**config.mk**
```make
export PLATFORM = sky130hd
export DESIGN_NAME = de_issue_stage
export DESIGN_NICKNAME = d
export VERILOG_FILES = /design/src/rtl/de_issue_stage.sv
export SDC_FILE = /design/constraint.sdc
export NUM_CORES = 1
export LEC_CHECK = 0
export BUFFER_PORTS_ARGS = -buffer_cell sky130_fd_sc_hd__buf_4
export CORE_AREA = 2 2 311 313
export CTS_CLUSTER_DIAMETER = 120
export DETAILED_ROUTE_END_ITERATION = 10
export DIE_AREA = 0 0 313 315
export RECOVER_POWER = 50
export SETUP_SLACK_MARGIN = 0.5
export SLEW_MARGIN = 10
export SYNTH_ARGS = -nofsm -noshare
export SYNTH_HDL_FRONTEND = slang
export SYNTH_SLANG_ARGS = --single-unit
export TNS_END_PERCENT = 30
```
**constraint.sdc**
```tcl
create_clock -name CLK -period 2.4 [get_ports CLK]
set_input_delay 0.12 -clock CLK [delete_from_list [all_inputs] [get_ports CLK]]
set_output_delay 0.12 -clock CLK [all_outputs]
set_load 0.005 [all_outputs]
```
**src/rtl/de_issue_stage.sv**
```systemverilog
// de_issue_stage
//
// Decode/issue stage that owns the DE->EXE pipeline register.
//   - Forwards operands for rs1 and rs2 from NUM_FWD bypass sources.
//     Index 0 is the youngest (EXE) source, and the lowest matching index wins.
//   - Detects load-use hazards when the winning source is still a load in flight.
//   - Optionally holds issue after a control transfer until EXE resolves it
//     (BR_WAIT state).
//
// Ports
//   CLK, reset            clock, asynchronous active-low reset
//   de_v, de_ir, de_npc   DE instruction valid / word / next-PC
//   de_imm                sign-extended immediate for de_ir
//   rf_rs1_data/rs2_data  register-file reads for rs1 / rs2
//   fwd_v/drid/data/is_load  per-source bypass bus (source k in slice k)
//   br_resolve            EXE resolved the outstanding control transfer
//   flush                 kill DE and EXE contents
//   ds_stall              downstream stall, hold the EXE register
//   exe_*                 EXE pipeline register outputs
//   de_stall              DE cannot advance; fetch must hold
//   br_wait               FSM is waiting for a control transfer to resolve
module de_issue_stage #(
    parameter int XLEN      = 64,
    parameter int NUM_FWD   = 3,
    parameter int CTRL_WAIT = 1
) (
    input  logic                    CLK,
    input  logic                    reset,
    input  logic                    de_v,
    input  logic [31:0]             de_ir,
    input  logic [XLEN-1:0]         de_npc,
    input  logic [XLEN-1:0]         de_imm,
    input  logic [XLEN-1:0]         rf_rs1_data,
    input  logic [XLEN-1:0]         rf_rs2_data,
    input  logic [NUM_FWD-1:0]      fwd_v,
    input  logic [5*NUM_FWD-1:0]    fwd_drid,
    input  logic [XLEN*NUM_FWD-1:0] fwd_data,
    input  logic [NUM_FWD-1:0]      fwd_is_load,
    input  logic                    br_resolve,
    input  logic                    flush,
    input  logic                    ds_stall,
    output logic                    exe_v,
    output logic [31:0]             exe_ir,
    output logic [XLEN-1:0]         exe_npc,
    output logic [XLEN-1:0]         exe_op1,
    output logic [XLEN-1:0]         exe_op2,
    output logic [XLEN-1:0]         exe_rs2_val,
    output logic                    de_stall,
    output logic                    br_wait
);

    localparam logic [6:0] OP_LUI    = 7'b0110111;
    localparam logic [6:0] OP_AUIPC  = 7'b0010111;
    localparam logic [6:0] OP_JAL    = 7'b1101111;
    localparam logic [6:0] OP_JALR   = 7'b1100111;
    localparam logic [6:0] OP_BRANCH = 7'b1100011;
    localparam logic [6:0] OP_REG    = 7'b0110011;
    localparam logic [6:0] OP_REG32  = 7'b0111011;
    localparam logic [6:0] OP_STORE  = 7'b0100011;
    localparam logic [31:0] NOP_IR   = 32'h0000_0013;

    typedef enum logic [0:0] {
        IDLE    = 1'b0,
        BR_WAIT = 1'b1
    } state_t;

    state_t state_q, state_d;

    logic [6:0] opcode;
    logic [4:0] rs1_id, rs2_id;
    logic       rs1_used, rs2_used, op2_is_rs2, is_ctrl;

    logic [XLEN-1:0] rs1_fwd, rs2_fwd;
    logic            rs1_ld, rs2_ld;
    logic            hazard, issue;

    logic            exe_v_q;
    logic [31:0]     exe_ir_q;
    logic [XLEN-1:0] exe_npc_q, exe_op1_q, exe_op2_q, exe_rs2_q;

    assign opcode = de_ir[6:0];
    assign rs1_id = de_ir[19:15];
    assign rs2_id = de_ir[24:20];

    assign rs1_used   = !(opcode inside {OP_LUI, OP_AUIPC, OP_JAL});
    assign rs2_used   = opcode inside {OP_REG, OP_REG32, OP_STORE, OP_BRANCH};
    assign op2_is_rs2 = opcode inside {OP_REG, OP_REG32, OP_BRANCH};
    assign is_ctrl    = opcode inside {OP_BRANCH, OP_JAL, OP_JALR};

    // Walk from oldest to youngest so a younger match overwrites an older one.
    // The load flag follows the same winner, so a younger non-load match
    // hides an older load to the same register.
    always_comb begin
        rs1_fwd = rf_rs1_data;
        rs2_fwd = rf_rs2_data;
        rs1_ld  = 1'b0;
        rs2_ld  = 1'b0;
        for (int k = NUM_FWD - 1; k >= 0; k--) begin
            if (fwd_v[k] && (fwd_drid[5*k +: 5] == rs1_id) && (rs1_id != 5'd0)) begin
                rs1_fwd = fwd_data[XLEN*k +: XLEN];
                rs1_ld  = fwd_is_load[k];
            end
            if (fwd_v[k] && (fwd_drid[5*k +: 5] == rs2_id) && (rs2_id != 5'd0)) begin
                rs2_fwd = fwd_data[XLEN*k +: XLEN];
                rs2_ld  = fwd_is_load[k];
            end
        end
    end

    assign hazard = (rs1_used && rs1_ld) || (rs2_used && rs2_ld);
    assign issue  = de_v && !hazard && (state_q == IDLE) && !ds_stall && !flush;

    assign de_stall = (de_v && hazard) || (state_q == BR_WAIT) || ds_stall;
    assign br_wait  = (state_q == BR_WAIT);

    // Control-transfer wait FSM
    always_comb begin
        state_d = state_q;
        case (state_q)
            IDLE: begin
                if ((CTRL_WAIT != 0) && issue && is_ctrl) begin
                    state_d = BR_WAIT;
                end
            end
            BR_WAIT: begin
                if (br_resolve || flush) begin
                    state_d = IDLE;
                end
            end
            default: state_d = IDLE;
        endcase
    end

    always_ff @(posedge CLK or negedge reset) begin
        if (!reset) begin
            state_q <= IDLE;
        end else begin
            state_q <= state_d;
        end
    end

    // DE -> EXE pipeline register
    always_ff @(posedge CLK or negedge reset) begin
        if (!reset) begin
            exe_v_q   <= 1'b0;
            exe_ir_q  <= '0;
            exe_npc_q <= '0;
            exe_op1_q <= '0;
            exe_op2_q <= '0;
            exe_rs2_q <= '0;
        end else if (flush) begin
            exe_v_q <= 1'b0;
        end else if (ds_stall) begin
            exe_v_q <= exe_v_q;
        end else if (issue) begin
            exe_v_q   <= 1'b1;
            exe_ir_q  <= de_ir;
            exe_npc_q <= de_npc;
            exe_op1_q <= rs1_fwd;
            exe_op2_q <= op2_is_rs2 ? rs2_fwd : de_imm;
            exe_rs2_q <= rs2_fwd;
        end else begin
            // A bubble carries a NOP so EXE decodes nothing meaningful.
            exe_v_q  <= 1'b0;
            exe_ir_q <= NOP_IR;
        end
    end

    assign exe_v       = exe_v_q;
    assign exe_ir      = exe_ir_q;
    assign exe_npc     = exe_npc_q;
    assign exe_op1     = exe_op1_q;
    assign exe_op2     = exe_op2_q;
    assign exe_rs2_val = exe_rs2_q;

endmodule

```
==> metrics.txt, run 1 <==
# TYPE chip_impl_metric gauge
chip_impl_metric{name="routed-via-count",unit=""} 19351
chip_impl_metric{name="max_freq",unit="MHz"} 430.4
chip_impl_metric{name="finalSetupViolCount",unit=""} 0
chip_impl_metric{name="number_of_antenna_violations_at_the_first_check_in_global_routing",unit=""} 19
chip_impl_metric{name="area_of_all_placed_cells_without_fillers",unit="mm²"} 0.02969
chip_impl_info{name="path_cells",value="buf_4 > or4_4 > buf_6 > o211ai_4 > nor2_2 > a311oi_4 > buf_4 > o221ai_4 > buf_12 > buf_12 > clkbuf_16 > buf_4 > mux2_4"} 1
chip_impl_metric{name="vdd.ir_drop.worst",unit="V"} 0.0003955
chip_impl_info{name="worstSetupEndpointType",value="flop"} 1
chip_impl_info{name="synth.cells.most_frequent",value="dfrtp_1, nand2_1, mux2_4"} 1
chip_impl_metric{name="final-instance-count-excl-fill",unit=""} 4189
chip_impl_metric{name="drt_iter0_markers",unit=""} 1971
chip_impl_metric{name="synth_area_per_cell",unit="µm²"} 9.759
chip_impl_info{name="library_cell_with_the_highest_instance_count_after_synthesis",value="dfrtp_1"} 1
chip_impl_metric{name="maxSlewHeadroom",unit=""} -0.4539
chip_impl_metric{name="gr_overflow_total",unit=""} 0
chip_impl_metric{name="ys_seq_area_frac",unit=""} 0.4175
chip_impl_info{name="violations",value="capacitance limit, slew limit"} 1
chip_impl_metric{name="vias_per_cell",unit=""} 4.619
chip_impl_info{name="clockRootBuffer",value="clkbuf_16"} 1
chip_impl_info{name="worst_setup_path_class",value="input pin to flop"} 1
chip_impl_metric{name="utilization",unit=""} 0.3102
chip_impl_metric{name="syn_inst",unit=""} 1781
chip_impl_metric{name="report.final.slew_viol_count",unit=""} 69
chip_impl_metric{name="drive_above_1_share",unit=""} 0.4361
chip_impl_metric{name="placement.io_buffers",unit=""} 797
chip_impl_metric{name="grt_start_max_net_pins",unit=""} 72
chip_impl_metric{name="cts_sinks",unit=""} 290
chip_impl_metric{name="fp.dieH",unit="µm"} 315
chip_impl_metric{name="aggregate_negative_setup_slack",unit="ps"} 0
chip_impl_metric{name="cts.clk_slew.worst_paths",unit="ps"} 50
chip_impl_metric{name="mappedNetlistArea",unit="mm²"} 0.01738
chip_impl_metric{name="place_hpwl",unit="µm"} 74530
chip_impl_metric{name="drc",unit=""} 0
chip_impl_metric{name="cp_data_arrival_time",unit="ps"} 2760
chip_impl_metric{name="worst_ep_required_time",unit="ps"} 2840
chip_impl_metric{name="synth_edf_count",unit=""} 0
chip_impl_metric{name="finalNetCount",unit=""} 3383
chip_impl_metric{name="ctsHtreeMaxLevel",unit=""} 2
chip_impl_metric{name="std_cell_rows",unit=""} 114
chip_impl_metric{name="worst-path-buf-inv",unit=""} 7
chip_impl_metric{name="initial_core_util",unit=""} 0.1816
chip_impl_metric{name="synth.ff_latch_count",unit=""} 290
chip_impl_info{name="critical-path-top-delay-family",value="buffers and inverters"} 1
chip_impl_metric{name="dieWidth",unit="µm"} 313
chip_impl_metric{name="path_max_fanout",unit=""} 5
chip_impl_metric{name="synth_top_area_share",unit=""} 0.4175
chip_impl_metric{name="power.density_cell_area",unit="mW/mm²"} 620.3
chip_impl_info{name="grt_setup_unrepaired",value="true"} 1
chip_impl_metric{name="tritoncts.num_buffers",unit=""} 38
chip_impl_metric{name="layout.area.seq",unit="mm²"} 0.007257
chip_impl_metric{name="count_of_final_hold_check_violations",unit=""} 0
chip_impl_metric{name="max_slew.worst_pin.slew",unit="ps"} 2181
chip_impl_metric{name="core_region_area",unit="mm²"} 0.09571
chip_impl_metric{name="yosys.cell_types.count",unit=""} 46
chip_impl_metric{name="track_usage",unit=""} 0.1863
chip_impl_metric{name="dpl.cell_count",unit=""} 3870
chip_impl_metric{name="route.antenna.remaining_nets",unit=""} 0
chip_impl_metric{name="synth_warnings",unit=""} 0
chip_impl_info{name="timing.hold.worst.class",value="input pin to flop"} 1
chip_impl_info{name="cpMaxStageDelayCell",value="or4_4"} 1
chip_impl_info{name="crit_path_frequent_cell",value="buf_4"} 1
chip_impl_metric{name="ios",unit=""} 798
chip_impl_metric{name="totalPowerFinal",unit="mW"} 18.41
chip_impl_metric{name="dpl-instance-area",unit="mm²"} 0.02606
chip_impl_metric{name="clk_path_buf_depth",unit=""} 3
chip_impl_info{name="postSynth.topFlopCell",value="dfrtp_1"} 1
chip_impl_metric{name="first_global_vias",unit=""} 19547
chip_impl_metric{name="finalWeightedCongestion",unit=""} 0.9462
chip_impl_metric{name="multi_input_comb_area",unit="mm²"} 0.009087
chip_impl_metric{name="maxCapViolCount",unit=""} 1
chip_impl_metric{name="grt_pass1_wl",unit="µm"} 134800
chip_impl_info{name="startpoint_type",value="input pin"} 1
chip_impl_metric{name="fin_crit_sh",unit=""} 0.9681
chip_impl_metric{name="synth_async_sr_flop_share",unit=""} 1.000
chip_impl_metric{name="wirelength",unit="µm"} 98210
chip_impl_metric{name="final_period_minus_worst_setup_slack",unit="ps"} 2323
chip_impl_info{name="dominant_cell_type_by_area_after_synthesis",value="dfrtp_1"} 1
chip_impl_metric{name="drt_first_pass_iters",unit=""} 7
chip_impl_metric{name="finClkSkew",unit="ps"} 26.37
chip_impl_metric{name="routedWlPerCell",unit="µm"} 23.44
chip_impl_info{name="ys_top_cells_by_area",value="dfrtp_1, mux2_4, mux2_2"} 1
chip_impl_metric{name="synth_fp_nets",unit=""} 2288
chip_impl_info{name="run_status",value="complete, but fails checks"} 1
chip_impl_metric{name="num-fill-cells",unit=""} 9912
chip_impl_metric{name="clk_latency",unit="ps"} 580
chip_impl_metric{name="dieArea",unit="mm²"} 0.09860
chip_impl_info{name="clock_tree_from_tritoncts",value="done"} 1
chip_impl_metric{name="critPathMaxStageDelay",unit="ps"} 570
chip_impl_metric{name="p_leak",unit="nW"} 13.72
chip_impl_metric{name="area_growth",unit="%"} 70.80
[cell families (layout without fill, tap and decap cells)]
group | Yosys count | after routing | share of synthesized area
AND/OR/NAND/NOR | 581 | 581 | 0.1433
AO/OA/AOI/OAI | 368 | 368 | 0.1525
flip-flops | 290 | 290 | 0.4175
multiplexers | 256 | 256 | 0.2039
buffers and inverters | 256 | 1380 | 0.06767
XOR/XNOR | 30 | 30 | 0.01512
other | 0 | 8 | 0
[path summary, 6_finish.rpt]
check | startpoint | to | slack, ps | cells past startpoint
max | de_ir[21] | exe_op1[19] | 80 | 13
min in group asynchronous | reset | exe_ir[7] | 730 | 2
max in group asynchronous | reset | exe_op1[35] | 330 | 2
min reg2reg | exe_ir[13] | exe_ir[13] | 480 | 2
min | de_imm[1] | exe_op2[1] | 20 | 4
max reg2reg | br_wait | exe_op1[19] | 340 | 8
[repair_timing]
item,4_1_cts,5_1_grt
buffers inserted,7,5
gates resized for setup,12,13
hold buffers,223,0
hold endpoints to repair,325,0
cloned,0,7
pin swaps,12,0
endpoints found under the setup margin,268,291
[where the power goes]
part,internal (mW),switching [mW]
sequential,5.93,0.715
clock,3.34,2.47
combinational,3.49,2.47
total,12.8,5.65
[layer usage]
metal | global-route usage | share of wire
met1 | 0.2377 | 0.42
met2 | 0.2921 | 0.45
met3 | 0.05532 | 0.085
met4 | 0.07895 | 0.041
met5 | 0 | 0.0014
[worst min-delay path, cell delays in order]
cell	delay, ps
buf_4	80
nor2_1	40
a31oi_1	150
mux2_4	160
[final cells by class]
cell class / count / share of cell area
Tap cell: 1276 / 0.05378
Inverter: 95 / 0.01201
Multi-Input combinational cell: 1235 / 0.3061
Clock inverter: 16 / 0.004088
Sequential cell: 290 / 0.2445
Timing Repair Buffer: 1216 / 0.3406
Clock buffer: 53 / 0.03831
Antenna cell: 8 / 0.0006744
[per-stage QoR]
step,worst slack [ps],hold WS [ps]
2_1_floorplan,108.5,-175.6
3_3_place_gp,-283.7,184.2
3_5_place_dp,-296.8,194.9
4_1_cts,175.6,0.1913
5_1_grt,21.99,29.51
6_report,76.57,18.51
[layout by cell type, fill, tap and decap left out, types with 2 or more instances in the layout]
cell           netlist  layout
clkinv_2             0       7
inv_6                0       3
clkbuf_2             0       3
or4_4                1       2
inv_1               95      95
o31ai_1             64      63
a31oi_1             64      64
clkbuf_4             0      74
dfrtp_1            290     290
clkbuf_8             0      13
buf_16               0       4
mux2_2              80      78
clkbuf_16            0      44
o21ai_0             94      94
o211ai_1             2       2
or2_4                0       3
nor2_2               0       2
xor2_1               4       4
a311o_1             64      64
o211ai_4             0       2
nand4_1              6       6
clkbuf_1           109      73
nor3_1             130     129
nand2_1            224     224
clkinvlp_4           0       2
o22a_1               3       3
buf_4                1     787
a211oi_1            64      64
mux2_4             176     178
xnor2_1             26      26
nand3_1             68      68
buf_6               10       6
dlygate4sd3_1        0     223
clkinv_4             0       2
nor2_1             139     136
diode_2              0       8
buf_12               0      39
[registers in the layout (all words and copies together), names as in the netlist]
name         cells
exe_v            1
exe_rs2_val     64
exe_op2         64
exe_op1         64
exe_npc         64
br_wait          1
exe_ir          32
Note: power is estimated with default switching activity, not from simulation.
==> run 2: changes to the inputs <==
MAX_ROUTING_LAYER = met4   (was default)
==> metrics.txt, run 2 (synthesis results as in run 1) <==
# TYPE chip_impl_metric gauge
chip_impl_info{name="run_status",value="complete, but fails checks"} 1
chip_impl_info{name="violations",value="capacitance limit, slew limit"} 1
chip_impl_metric{name="finalSetupViolCount",unit=""} 0
chip_impl_metric{name="clk_latency",unit="ps"} 580
chip_impl_info{name="clock_tree_from_tritoncts",value="done"} 1
chip_impl_metric{name="finalNetCount",unit=""} 3413
chip_impl_metric{name="core_region_area",unit="mm²"} 0.09571
chip_impl_metric{name="finalWeightedCongestion",unit=""} 0.9291
chip_impl_metric{name="grt_pass1_wl",unit="µm"} 135000
chip_impl_info{name="worst_setup_path_class",value="input pin to flop"} 1
chip_impl_metric{name="timing.reg2reg.setup_slack",unit="ps"} 510
chip_impl_metric{name="cp_data_arrival_time",unit="ps"} 2730
chip_impl_metric{name="finalHoldWorstSlack",unit="ps"} 47.36
chip_impl_metric{name="max_freq",unit="MHz"} 440.2
chip_impl_metric{name="cts.clk_slew.worst_paths",unit="ps"} 60
chip_impl_metric{name="track_usage",unit=""} 0.1930
chip_impl_metric{name="routed-via-count",unit=""} 19195
chip_impl_metric{name="drt_first_pass_iters",unit=""} 6
chip_impl_metric{name="report.final.slew_viol_count",unit=""} 52
chip_impl_metric{name="route.antenna.remaining_nets",unit=""} 0
chip_impl_metric{name="number_of_antenna_violations_at_the_first_check_in_global_routing",unit=""} 20
chip_impl_metric{name="maxCapViolCount",unit=""} 1
chip_impl_metric{name="placement.io_buffers",unit=""} 797
chip_impl_metric{name="ctsHtreeMaxLevel",unit=""} 2
chip_impl_metric{name="worst_ep_required_time",unit="ps"} 2860
chip_impl_metric{name="ios",unit=""} 798
chip_impl_metric{name="initial_core_util",unit=""} 0.1816
chip_impl_metric{name="vdd.ir_drop.worst",unit="V"} 0.0004681
chip_impl_metric{name="utilization",unit=""} 0.3152
chip_impl_info{name="most_common_library_cell_in_the_layout_ignoring_fill_and_taps",value="buf_4"} 1
chip_impl_metric{name="hold-path-cell-count",unit=""} 4
chip_impl_info{name="worstSetupEndpointType",value="flop"} 1
chip_impl_metric{name="finClkSkew",unit="ps"} 23.82
chip_impl_info{name="r2r-start",value="br_wait"} 1
chip_impl_metric{name="place_hpwl",unit="µm"} 75340
chip_impl_metric{name="std_cell_rows",unit=""} 114
chip_impl_metric{name="power.density_cell_area",unit="mW/mm²"} 632.9
chip_impl_metric{name="grt_start_max_net_pins",unit=""} 71
chip_impl_metric{name="dieWidth",unit="µm"} 313
chip_impl_metric{name="gr_overflow_total",unit=""} 0
chip_impl_metric{name="clk_path_buf_depth",unit=""} 3
chip_impl_info{name="clockRootBuffer",value="clkbuf_16"} 1
chip_impl_metric{name="count_of_final_hold_check_violations",unit=""} 0
chip_impl_metric{name="max_slew.worst_pin.slew",unit="ps"} 1727
chip_impl_metric{name="drt_iter0_markers",unit=""} 1854
chip_impl_metric{name="fin_crit_sh",unit=""} 0.9466
chip_impl_metric{name="drc",unit=""} 0
chip_impl_metric{name="path_max_fanout",unit=""} 9
chip_impl_info{name="worst_hold_path.endpoint",value="exe_op1[41]"} 1
chip_impl_info{name="startpoint_type",value="input pin"} 1
chip_impl_metric{name="final_period_minus_worst_setup_slack",unit="ps"} 2272
chip_impl_info{name="timing.hold.worst.class",value="input pin to flop"} 1
chip_impl_metric{name="dieArea",unit="mm²"} 0.09860
chip_impl_info{name="hp-start",value="fwd_data[105]"} 1
chip_impl_metric{name="area_growth",unit="%"} 73.56
chip_impl_metric{name="routedWlPerCell",unit="µm"} 23.26
chip_impl_info{name="layout.cells.most_common_list",value="buf_4, dfrtp_1, dlygate4sd3_1"} 1
chip_impl_metric{name="tritoncts.num_buffers",unit=""} 40
chip_impl_metric{name="p_leak",unit="nW"} 13.95
chip_impl_info{name="grt_setup_unrepaired",value="true"} 1
chip_impl_metric{name="cts_sinks",unit=""} 290
chip_impl_metric{name="first_global_vias",unit=""} 19238
chip_impl_metric{name="dpl.cell_count",unit=""} 3873
chip_impl_metric{name="maxSlewHeadroom",unit=""} -0.1515
chip_impl_metric{name="wirelength",unit="µm"} 98370
chip_impl_metric{name="drive_above_1_share",unit=""} 0.4356
chip_impl_info{name="r2r_end",value="exe_op2[58]"} 1
chip_impl_metric{name="fp.dieH",unit="µm"} 315
chip_impl_metric{name="final-instance-count-excl-fill",unit=""} 4230
chip_impl_metric{name="reg2reg_depth",unit=""} 7
chip_impl_metric{name="vias_per_cell",unit=""} 4.538
==> run 2: cell count changes in the layout (fill, tap and decap cells not counted), sizes merged <==
| cell | change |
|---|---|
| dlygate4sd3 | +30 |
| diode | +10 |
| bufinv | +6 |
| buf | -4 |
| inv | -3 |
| clkinv | +1 |
| clkinvlp | +1 |
==> run 2: layout make-up <==
class | count | area, µm²
sequential | 290 | 7257
clock inverter | 21 | 285.3
fill | 9903 | 65540
inverter | 95 | 356.6
multi-input combinational | 1235 | 9109
antenna | 18 | 45.04
tap | 1276 | 1597
timing repair buffer | 1244 | 10390
clock buffer | 51 | 1125
==> run 2: worst max path at each step <==
stage,startpoint,to,slack (ps),cells past startpoint
2_1_floorplan,de_ir[16],exe_op1[0],110,9
3_3_place_gp,de_ir[16],exe_op1[24],-310,11
3_5_place_dp,de_ir[16],exe_op1[24],-340,11
4_1_cts,de_ir[19],de_stall,180,10
5_1_grt,reset,exe_op2[15],50,3
6_report,de_ir[22],exe_op2[58],130,12
==> run 2: worst max-delay path: stages <==
cell and delay, ps:
buf_4 110, or4_4 550, buf_6 150, o211ai_4 190, nor2_4 60, a311oi_4 350
buf_4 180, o221ai_4 150, buf_12 190, clkbuf_16 180, buf_4 180, mux2_4 300
==> run 2: repair_timing <==
action,in CTS,in global routing
cloned,0,3
buffers inserted,7,4
hold buffers,253,0
pin swaps,11,2
resized for setup,17,23
endpoints found under the setup margin,266,290
hold endpoints to repair,509,0
==> run 2: metal layers <==
metal | vias up | GRT usage | share of wire
met1 | 9342 | 0.2342 | 0.41
met3 | 197 | 0.05887 | 0.084
met4 | 0 | 0.06046 | 0.030
met2 | 1006 | 0.3060 | 0.47
met5 | - | - | 0
li1 | 8650 | - | -
==> run 2: power by group <==
part / total (mW) / leakage [nW] / internal (mW) / switching [mW]
sequential: 6.65 / 3.47 / 5.93 / 0.722
clock: 6.44 / 0.689 / 3.97 / 2.46
combinational: 6.00 / 9.79 / 3.55 / 2.46
total: 19.1 / 13.9 / 13.4 / 5.64
==> run 2: stage by stage <==
stage                     setup WS [ps]  TNS [ps]  instance area, µm²  power [mW]
after floorplan                   108.5         0               17390       8.708
after global placement           -314.2    -69610               26080       12.43
after detailed placement         -337.3    -75310               26080       12.48
after CTS                         182.1         0               30160       19.44
after global routing              52.61         0               30160       19.91
final                             128.2         0               30170       19.09
